$ cat src/rtl/nibble_serial_adder.sv
// nibble_serial_adder: multi-cycle two's-complement adder computing A + B + cin.
// Each clock adds one SLICE-bit lookahead slice, least significant slice first.
// The carry between slices is held only in carry_q.
// Optional feature macro: ADDER_ZN_FLAGS_EN
//   defined   -> ZF/NF are registered from the final sum together with VF/CF
//   undefined -> ZF/NF are tied low and no zero/negative detect logic exists
module nibble_serial_adder #(
  parameter int WIDTH = 16,
  parameter int SLICE = 4
) (
  input  logic             clk,
  input  logic             reset,
  input  logic             start,
  input  logic [WIDTH-1:0] a,
  input  logic [WIDTH-1:0] b,
  input  logic             cin,
  output logic             busy,
  output logic             done,
  output logic [WIDTH-1:0] sum,
  output logic             VF,
  output logic             CF,
  output logic             ZF,
  output logic             NF
);

  localparam int NSLICE = WIDTH / SLICE;
  localparam int IDX_W  = (NSLICE > 1) ? $clog2(NSLICE) : 1;
  localparam logic [IDX_W-1:0] LAST_IDX = IDX_W'(NSLICE - 1);

  localparam logic [1:0] ST_IDLE = 2'd0;
  localparam logic [1:0] ST_ADD  = 2'd1;
  localparam logic [1:0] ST_DONE = 2'd2;

  // Elaboration-time sanity: the operand must split evenly into slices.
  if ((WIDTH % SLICE) != 0 || NSLICE < 1) begin : g_bad_params
    $error("nibble_serial_adder: WIDTH must be a non-zero multiple of SLICE");
  end

  logic [1:0]       state_q, state_d;
  logic [WIDTH-1:0] a_q, a_d;
  logic [WIDTH-1:0] b_q, b_d;
  logic [WIDTH-1:0] sum_q, sum_d;
  logic             carry_q, carry_d;
  logic [IDX_W-1:0] idx_q, idx_d;
  logic             vf_q, vf_d;
  logic             cf_q, cf_d;

  // Carry-lookahead carries for one slice: c[k] is the carry into bit k,
  // c[SLICE] the slice carry-out. Each carry is a flat sum of products.
  function automatic logic [SLICE:0] cla_carries(
    input logic [SLICE-1:0] g,
    input logic [SLICE-1:0] p,
    input logic             c0
  );
    logic [SLICE:0] c;
    logic           acc;
    logic           pp;
    c[0] = c0;
    for (int k = 0; k < SLICE; k++) begin
      acc = g[k];
      pp  = p[k];
      for (int j = k - 1; j >= 0; j--) begin
        acc = acc | (pp & g[j]);
        pp  = pp & p[j];
      end
      c[k+1] = acc | (pp & c0);
    end
    return c;
  endfunction

  // Slice selection: split the latched operands into slices and pick one by index.
  logic [SLICE-1:0] a_sl [NSLICE];
  logic [SLICE-1:0] b_sl [NSLICE];
  logic [SLICE-1:0] op_a, op_b;
  logic [SLICE-1:0] slice_g, slice_p, slice_sum;
  logic [SLICE:0]   slice_c;
  logic [WIDTH-1:0] sum_upd;
  logic             last_slice;
  logic             accept;

  for (genvar gi = 0; gi < NSLICE; gi++) begin : g_slices
    assign a_sl[gi] = a_q[gi*SLICE +: SLICE];
    assign b_sl[gi] = b_q[gi*SLICE +: SLICE];
    // Only the slice addressed by idx_q is rewritten; the rest hold.
    assign sum_upd[gi*SLICE +: SLICE] =
      (idx_q == IDX_W'(gi)) ? slice_sum : sum_q[gi*SLICE +: SLICE];
  end

  assign op_a      = a_sl[idx_q];
  assign op_b      = b_sl[idx_q];
  assign slice_g   = op_a & op_b;
  assign slice_p   = op_a ^ op_b;
  assign slice_c   = cla_carries(slice_g, slice_p, carry_q);
  assign slice_sum = slice_p ^ slice_c[SLICE-1:0];

  assign last_slice = (state_q == ST_ADD) && (idx_q == LAST_IDX);
  assign accept     = start && ((state_q == ST_IDLE) || (state_q == ST_DONE));

  // Next-state logic: accept, per-slice accumulation and flag capture.
  always_comb begin
    state_d = state_q;
    a_d     = a_q;
    b_d     = b_q;
    sum_d   = sum_q;
    carry_d = carry_q;
    idx_d   = idx_q;
    vf_d    = vf_q;
    cf_d    = cf_q;
    case (state_q)
      ST_ADD: begin
        sum_d   = sum_upd;
        carry_d = slice_c[SLICE];
        idx_d   = idx_q + IDX_W'(1);
        if (last_slice) begin
          cf_d    = slice_c[SLICE];
          vf_d    = slice_c[SLICE] ^ slice_c[SLICE-1];
          idx_d   = '0;
          state_d = ST_DONE;
        end
      end
      ST_DONE: begin
        state_d = ST_IDLE;
      end
      default: begin
        state_d = ST_IDLE;
      end
    endcase
    // A new request restarts from the IDLE or DONE cycle with no bubble.
    if (accept) begin
      a_d     = a;
      b_d     = b;
      carry_d = cin;
      sum_d   = '0;
      idx_d   = '0;
      state_d = ST_ADD;
    end
  end

  // State and datapath registers; reset wins over any pending start.
  always_ff @(posedge clk) begin
    if (reset) begin
      state_q <= ST_IDLE;
      a_q     <= '0;
      b_q     <= '0;
      sum_q   <= '0;
      carry_q <= 1'b0;
      idx_q   <= '0;
      vf_q    <= 1'b0;
      cf_q    <= 1'b0;
    end else begin
      state_q <= state_d;
      a_q     <= a_d;
      b_q     <= b_d;
      sum_q   <= sum_d;
      carry_q <= carry_d;
      idx_q   <= idx_d;
      vf_q    <= vf_d;
      cf_q    <= cf_d;
    end
  end

`ifdef ADDER_ZN_FLAGS_EN
  logic zf_q, nf_q;

  // Zero/negative flags taken from the completed sum on the last slice edge.
  always_ff @(posedge clk) begin
    if (reset) begin
      zf_q <= 1'b0;
      nf_q <= 1'b0;
    end else if (last_slice) begin
      zf_q <= (sum_upd == '0);
      nf_q <= sum_upd[WIDTH-1];
    end
  end

  assign ZF = zf_q;
  assign NF = nf_q;
`else
  assign ZF = 1'b0;
  assign NF = 1'b0;
`endif

  assign busy = (state_q == ST_ADD);
  assign done = (state_q == ST_DONE);
  assign sum  = sum_q;
  assign VF   = vf_q;
  assign CF   = cf_q;

endmodule
$ cat config.mk
export PLATFORM = sky130hd
export DESIGN_NAME = nibble_serial_adder
export DESIGN_NICKNAME = d
export VERILOG_FILES = /design/src/rtl/nibble_serial_adder.sv
export SDC_FILE = /design/constraint.sdc
export NUM_CORES = 1
export LEC_CHECK = 0
export CORE_MARGIN = 4
export CORE_UTILIZATION = 49
export DETAILED_ROUTE_END_ITERATION = 10
export PLACE_DENSITY = 0.88
export SKIP_CTS_REPAIR_TIMING = 1
export SYNTH_ARGS = -nofsm -noshare
export SYNTH_HDL_FRONTEND = slang
export SYNTH_SLANG_ARGS = --single-unit
$ cat constraint.sdc
create_clock -name clk -period 3.45 [get_ports clk]
set_clock_uncertainty 0.05 [all_clocks]
set_input_delay 0.345 -clock clk [delete_from_list [all_inputs] [get_ports clk]]
set_output_delay 0.345 -clock clk [all_outputs]
set_load 0.005 [all_outputs]
==> reports/results.ini <==
[yosys]
postSynthCellCount=275
netlist_area_um2=2400
yosysSeqAreaShare_pct=45.9
synth_area_per_cell_um2=8.72
ys_ff_latch=55
synthSimpleGateAreaFrac_pct=19.1
synth_mux_area_share_pct=7.93
synth-xor-area-share_pct=1.04
yosysUniqueCellTypes=32
synth_compound_area_share_pct=14.9
yosys_warnings=0
synth_top_family_by_area=simple AND/OR/NAND/NOR gates
synthAdderAreaFrac_pct=5.01

[detailed_routing]
drt_first_pass_iters=4
routed_via_density=5.19
wl_per_cell_um=13.6
drt_iter0_drc=148
wl_mm=5.28
drc=0
postRouteAntennaNets=0
via_count=2015

[layout]
layoutNonFillerInstCount=388
fillers=392
finish.utilization_pct=64.7
nets=365
area_growth_pct=27.6
antenna_cells=0
drive_above_1_share_pct=7.17
final_area_um2=3060

[floorplanning]
start_util_pct=50.8
num_rows=25
dieArea_um2=6080
fp.dieW_um=77.9
fp.dieH_um=77.9
top_level_ports=58
coreArea_um2=4720

[worst_setup_path]
required_ps=3610
cp.arrival_ps=2940
path_cells=mux4_2 > ha_1 > a211o_1 > a21o_2 > xnor2_2 > o31ai_1
worstSetupPathType=reg -> reg
worst-path-buf-inv=0
crit_path_end_kind=flip-flop
path_max_fanout=13
r2r_cells=6
slowest_stage=dfxtp_1
cp_top_family=compound AO/OA/AOI/OAI gates
startpoint_type=flip-flop
reg2reg_slack_ps=660
slowest_delay_ps=750
worst-path-stages=6

[grt]
grt_max_degree=39
grt_pass1_wl_mm=9.03
met1_usage_pct=22.1
grt_use_met3_pct=4.06
grt.busiest_layer=met2
antenna_found_initial=0
grt-ovfl-total=0
grt_pass1_vias=1990
grtUsageTotal_pct=18.3
grtUsageMet2_pct=32.2

[clocking]
clk_pin_slew_worst_paths_ps=100
htree_levels=2
clock_latency_ps=300
clk_path_buf_depth=2
cts_root_buf=clkbuf_8
clkSinkCount=55
cts_tree=built
cts_buffers=5

[sta]
hold_slack_ps=407
post-route-min-period_ps=2790
rsz0062_at_grt=no
finalSetupViolations=0
worst_pin_slew_ps=720
finalHoldViolations=0
max_slew_margin_pct=52.0
tns_ps=0
setup_slack_ps=665
max_freq_ghz=0.359
drv_slew=0
min_period_over_period_pct=80.7

[place]
dp_cells=380
dpl.hpwl_mm=3.92
portBuffers=55
post-place-ws_ps=707
place_area_um2=2940
finalWeightedCongestion=0.818

[power_and_ir_drop]
p_leak_nw=1.11
ir_worst_vdd_uv=273
p_per_area_nw_per_um2=428
total_power_mw=1.31

[outcome]
outcome=complete, no violations

[job]
maxCapViolCount=0

[hold_path]
holdPathStages=2
hp-class=reg -> reg

==> cell usage after synthesis (all sizes together) <==
| library cell | number | area (um^2) |
|---|---|---|
| dfxtp | 55 | 1100 |
| fa | 1 | 20.0 |
| o21ai | 1 | 5.00 |
| nand2b | 3 | 21.3 |
| nor2 | 8 | 30.0 |
| and2 | 1 | 6.26 |
| nor4 | 1 | 6.26 |
| o21a | 1 | 7.51 |
| a211oi | 4 | 30.0 |
| nor3 | 3 | 15.0 |
| o31ai | 4 | 30.0 |
| ha | 8 | 100 |
| nand3 | 8 | 40.0 |
| inv | 6 | 22.5 |
| clkbuf | 5 | 18.8 |
| nor2b | 3 | 18.8 |
| a311oi | 3 | 26.3 |
| nand2 | 80 | 300 |
| mux4 | 8 | 180 |
| a21oi | 45 | 225 |
| buf | 16 | 101 |
| conb | 1 | 3.75 |
| a211o | 2 | 17.5 |
| nand4 | 3 | 18.8 |
| a21o | 2 | 16.3 |
| mux2i | 1 | 10.0 |
| xnor2 | 2 | 25.0 |
==> power breakdown <==
part	total (mW)	switching [mW]	leakage [nW]	internal, mW
Clock	0.434	0.199	0.0612	0.235
Sequential	0.684	0.0208	0.449	0.663
Combinational	0.190	0.0960	0.605	0.0939
==> worst min-delay path, stage by stage, from the launching register on <==
cell     delay (ps)
dfxtp_1         320
nand2_1          50
a21oi_1          50
==> registers in the layout (all words and copies together) (netlist names) <==
signal   cells
CF           1
state_q      2
carry_q      1
idx_q        2
b_q         16
sum         16
a_q         16
VF           1
==> area by class of cell <==
cell class              instances  area (um^2)  share of cell area, %
inverters                       6         22.5                  0.736
multi-input cells             194         1160                   37.9
repair buffers                 58          573                   18.7
clock inverters                 2         35.0                   1.15
clock buffers                   6         82.6                   2.70
flip-flops and latches         55         1100                   36.0
well taps                      67         83.8                   2.74
==> per-layer routing <==
metal  up-vias  routed length (um)  share of wire (%)
li1       1021                   -                  -
met1       934                2250                 43
met2        51                2710                 51
met3         9                 249                4.7
met4         0                  77                1.5
met5         -                   0                  0
==> layout by cell type (no fill, tap or decap), types with 6 or more instances in the layout <==
| cell type | instances |
|---|---|
| nand2_1 | 80 |
| dfxtp_1 | 55 |
| clkdlybuf4s50_1 | 55 |
| a21oi_1 | 45 |
| mux4_2 | 8 |
| nand3_1 | 8 |
| nor2_1 | 8 |
| ha_1 | 8 |
| inv_1 | 6 |
| clkbuf_8 | 6 |
==> final timing paths <==
check | from | end
min | sum[5] | sum[5]
max reg2reg | idx_q[0] | sum[15]
min reg2reg | sum[5] | sum[5]
max | idx_q[0] | sum[15]
==> logic make-up (layout without fill, tap and decap cells) <==
kind of cell             count (synthesis)  after routing
multiplexers                             9              9
adder cells (fa/ha/maj)                  9              9
flip-flops                              55             55
XOR/XNOR                                 2              2
other                                    1              2
AO/OA/AOI/OAI                           62             62
AND/OR/NAND/NOR                        110            110
buffers and inverters                   27             72
Note: power is estimated with default switching activity, not from simulation.
